File: src/rtl/prbs_pkg.sv
`default_nettype none
// ============================================================================
// Module   : prbs_pkg
// Purpose  : Shared definitions for the PRBS15 checker: frame width, the
//            checker FSM state type and encodings, and the PRBS15 successor
//            function used to predict the next frame.
// Ports    : none (package)
// Revision : 1.0 - initial release
// ============================================================================
package prbs_pkg;

    localparam int PRBS15_W = 15;

    typedef logic [1:0] state_t;

    localparam state_t c_ST_SEARCH = 2'd0;
    localparam state_t c_ST_VERIFY = 2'd1;
    localparam state_t c_ST_LOCKED = 2'd2;

    // Successor of frame x for the x^15 + x^14 + 1 generator.
    function automatic logic [PRBS15_W-1:0] prbs15_next(input logic [PRBS15_W-1:0] x);
        return {x[13:0], x[14] ^ x[13]};
    endfunction

endpackage : prbs_pkg
`default_nettype wire

File: src/rtl/popcount15.sv
`default_nettype none
// ============================================================================
// Module   : popcount15
// Purpose  : Combinational population count of a 15-bit word.
// Ports    : i_data  [14:0] word to count
//            o_count [3:0]  number of set bits, 0..15
// Revision : 1.0 - initial release
// ============================================================================
module popcount15
    import prbs_pkg::*;
(
    input  logic [PRBS15_W-1:0] i_data,
    output logic [3:0]          o_count
);

    logic [3:0] w_sum;

    always_comb begin
        w_sum = 4'd0;
        for (int i = 0; i < PRBS15_W; i++) begin
            w_sum = w_sum + {3'b000, i_data[i]};
        end
    end

    assign o_count = w_sum;

endmodule : popcount15
`default_nettype wire

File: config.mk
export PLATFORM = sky130hd
export DESIGN_NAME = popcount15
export DESIGN_NICKNAME = d
export VERILOG_FILES = /design/src/rtl/prbs_pkg.sv /design/src/rtl/popcount15.sv
export SDC_FILE = /design/constraint.sdc
export NUM_CORES = 1
export LEC_CHECK = 0
export ABC_CLOCK_PERIOD_IN_PS = 6350
export CAP_MARGIN = 20
export CELL_PAD_IN_SITES_DETAIL_PLACEMENT = 0
export CELL_PAD_IN_SITES_GLOBAL_PLACEMENT = 2
export CORE_MARGIN = 1
export CORE_UTILIZATION = 21
export DETAILED_ROUTE_END_ITERATION = 8
export PLACE_DENSITY = 0.94
export SLEW_MARGIN = 20
export SYNTH_ARGS = -nofsm -noshare
export SYNTH_HDL_FRONTEND = slang
export SYNTH_SLANG_ARGS = --single-unit
export TNS_END_PERCENT = 10
File: constraint.sdc
create_clock -name vclk -period 6.35
set_input_delay 1.27 -clock vclk [all_inputs]
set_output_delay 1.27 -clock vclk [all_outputs]
set_load 0.01 [all_outputs]
=== After elaboration in Yosys (flattened, before gate mapping) ===
Index checks and enable logic that the tools add are counted.

* Add/sub/neg operators: 14

{| class="wikitable"
|+ Operators by type and width
! operator !! number
|-
| $add A4 B1 Y4 || 11
|-
| $add A3 B1 Y4 || 1
|-
| $add A2 B1 Y3 || 1
|-
| $add A1 B1 Y2 || 1
|}

* Bits in registers: 0
* Word-level logic and storage cells: 14
* Bits of input ports: 15
* Output and inout bits: 4

=== Longest topological paths before layout ===
* Word-level depth: 14
* Gate-level depth with buffers: 9
* Mapped depth without buffers: 9

=== Worst setup path before layout ===
OpenSTA, ideal clock, no wires.

* Kind: input port to output port
* Start: input port i_data[0]
* End: output port o_count[2]
* Stages: 8
* Buffers on the path: 0
* Slack: 0.740 ns
* Arrival: 4.340 ns
* Required time: 5.080 ns
* Cell sequence: inv_1 fa_1 fa_1 fa_1 fa_1 fa_1 fa_1 xnor2_1

* Cells in the longest elaborated chain, start to end: 14

{| class="wikitable"
|+ RTL lines
! element !! RTL line !! source
|-
| from (decl) || popcount15.sv:12 || <nowiki>input logic [PRBS15_W-1:0] i_data,</nowiki>
|-
| $add A1 B1 Y2 || popcount15.sv:21 || <nowiki>w_sum = w_sum + {3'b000, i_data[i]};</nowiki>
|-
| $add A2 B1 Y3 || popcount15.sv:21 ||
|-
| $add A3 B1 Y4 || popcount15.sv:21 ||
|-
| $add A4 B1 Y4 (11 in a row) || popcount15.sv:21 ||
|-
| to (decl) || popcount15.sv:13 || <nowiki>output logic [3:0] o_count</nowiki>
|}

Every way passes these cells.

=== Worst setup path in the final report ===
Same ends and word-level chain as after synthesis.

==> metrics list <==
- The flow ran to the end, and the final reports show no timing, DRC or antenna violations.
- Arrival time worst endpoint: 4960 ps
* Kind of start point of the critical path: input port
- Diodes inserted: 0
- In this run the standard cell core region covers 1370 µm².
- The Yosys step of the flow raised 0 warnings.
- The count of final hold-check violations is 0.
- Source of the critical timing path: i_data[0]
* Routed Antenna Nets: 0
- In this run the most critical hold path is launched from i_data[8].
* Number of port buffers: 19
- # DRC: 0
- The floorplan step set the die height to 41.2 µm.
- Number of library cell types mapped by synthesis: 7
- Class of the most critical hold timing path: in -> out
* Number of placement rows: 13
- The final layout contains 85 nets.
- For this run, the share of the core covered by cells in the final layout is 0.397.
* Category of the most critical setup path: in -> out
- Buffers inserted to repair hold after CTS numbered 0.
- Crit path capture type: output port
- Cells after synthesis: 36
* Static power due to leakage: 0.291 nW
- After layout, the design draws a total of 0.151 mW.
- Once detailed placement completed, the half-perimeter wirelength came to 519 µm.
- After synthesis the cells add up to 323 µm².
- At the worst endpoint, the required time is 5080 ps.
* Worst-path fanout max: 2
- In this run the power density over the cells is 278 nW/µm².
- The die covers 1700 µm².
- Worst-Margin Slew: 133 ps
- Seq Cell Count: 0
- The smallest clock period supported by the final layout is computed as 6230 ps.
- After detailed routing, the average wire length per cell comes to 7.51 µm.
* Maximum number of pins on one net before global-route repair: 4
- Area occupied by registers: 0 µm²
- Pin placement for this block handled 19 I/O pins.
- Period Utilization, post-route: 0.981
* Worst vdd rail ir drop: 0.000130 V
* Post-synth top area cell: fa_1
- Global-route wire length before repair: 793 µm
- Number of pins exceeding their max-slew limit in the final report: 0
- In this run the horizontal extent of the chip is 41.2 µm.
- Of the synthesized area, sequential elements account for 0.
- In this run, the number of DRC markers left after iteration 0 of detailed routing was 1.
- The number of global-route vias before repair came to 227.
* Via density per instance: 3.62
- # setup viols final: 0
* Synth top area share: 0.620
- Routability congestion estimate: 0.555
- From synthesis to final layout, the design area changed by 68.2%.
* Count of vias placed by the detailed router: 257
* Antenna violations before repair: 0
- Number of clock-tree buffers in the layout: 0
- After detailed routing, the total wire length is 533 µm.
* Max-cap violations: 0
- In the global route stage, overall resource usage came out at 0.0664.
- Initial cell density of the core: 0.236
- After synthesis, the mean cell area works out to 8.97 µm².
- Setup repair after global routing missed its margin: false
- Total nets after synthesis: 63
- In the final layout, the share of cells above drive strength 1 is 0.0357.
- Slew HR: 0.911
- For this run, the detailed router's first-pass iteration total came to 2.
- Synth top area cells: fa_1, inv_1, ha_1, xnor2_1, a21oi_1
* # Post-CTS Setup Buffers: 0
- Fmax: 0.161 GHz
- Remaining global-route overflow: 0
cell usage in the layout, fill, tap and decap left out:
| cell | instances |
|---|---|
| a21oi_1 | 1 |
| buf_4 | 1 |
| clkdlybuf4s50_1 | 17 |
| dlygate4sd2_1 | 1 |
| dlymetal6s2s_1 | 1 |
| fa_1 | 9 |
| fa_2 | 1 |
| ha_1 | 2 |
| inv_1 | 20 |
| nand2_1 | 1 |
| o21ai_1 | 1 |
| xnor2_1 | 1 |
critical path, cell delays in order:
cell and delay [ps]:
clkdlybuf4s50_1 450, inv_1 50, fa_1 560, fa_1 450
fa_1 540, fa_1 430, fa_2 370, fa_1 440
xnor2_1 130, dlygate4sd2_1 280
repair_timing:
item                                    CTS  global route
resized for setup                         2             1
cloned                                    0             0
hold endpoints to repair                  0             0
endpoints found under the setup margin    2             1
per-stage QoR:
stage | hold slack [ps] | setup slack [ps] | cells | setup TNS (ps) | area, µm²
2_1_floorplan | 2800 | 740 | 36 | 0 | 323
3_3_place_gp | 3660 | -238 | 71 | -390 | 539
3_5_place_dp | 3670 | -258 | 71 | -440 | 539
4_1_cts | 3720 | -127 | 71 | -127 | 541
5_1_grt | 3650 | 25.7 | 71 | 0 | 543
6_report | 3570 | 120 | 71 | 0 | 543
worst paths after layout:
path | endpoint | slack [ps] | depth (start not counted)
setup / recovery | o_count[2] | 120 | 10
hold / removal | o_count[1] | 3570 | 6
cell usage after synthesis:
| cell | instances |
|---|---|
| ha_1 | 2 |
| nand2_1 | 1 |
| inv_1 | 20 |
| a21oi_1 | 1 |
| xnor2_1 | 1 |
| o21ai_1 | 1 |
| fa_1 | 10 |
final cells by class:
cell class	count	area [µm²]
Tap cell	15	18.8
Fill cell	149	823
Multi-Input combinational cell	16	250
Timing Repair Buffer	20	199
Inverter	20	75.1
per-layer routing:
layer	track usage	vias to the layer above	part of all wire
met5	0	-	0
li1	-	132	-
met2	0.121	12	0.47
met4	0	0	0
met3	0.00543	0	0.14
met1	0.0900	113	0.39
cells by family (layout without fill, tap and decap cells):
logic type,after synthesis,count (layout),share of synthesized area
AND/OR/NAND/NOR,1,1,0.0116
adder cells (fa/ha/maj),12,12,0.698
XOR/XNOR,1,1,0.0271
AO/OA/AOI/OAI,2,2,0.0310
buffers and inverters,20,40,0.233
power breakdown:
part / internal, mW / switching [mW] / total [mW]
Sequential: 0 / 0 / 0
Combinational: 0.0854 / 0.0653 / 0.151
Clock: 0 / 0 / 0
No activity file was read; power rests on OpenSTA's default activity.
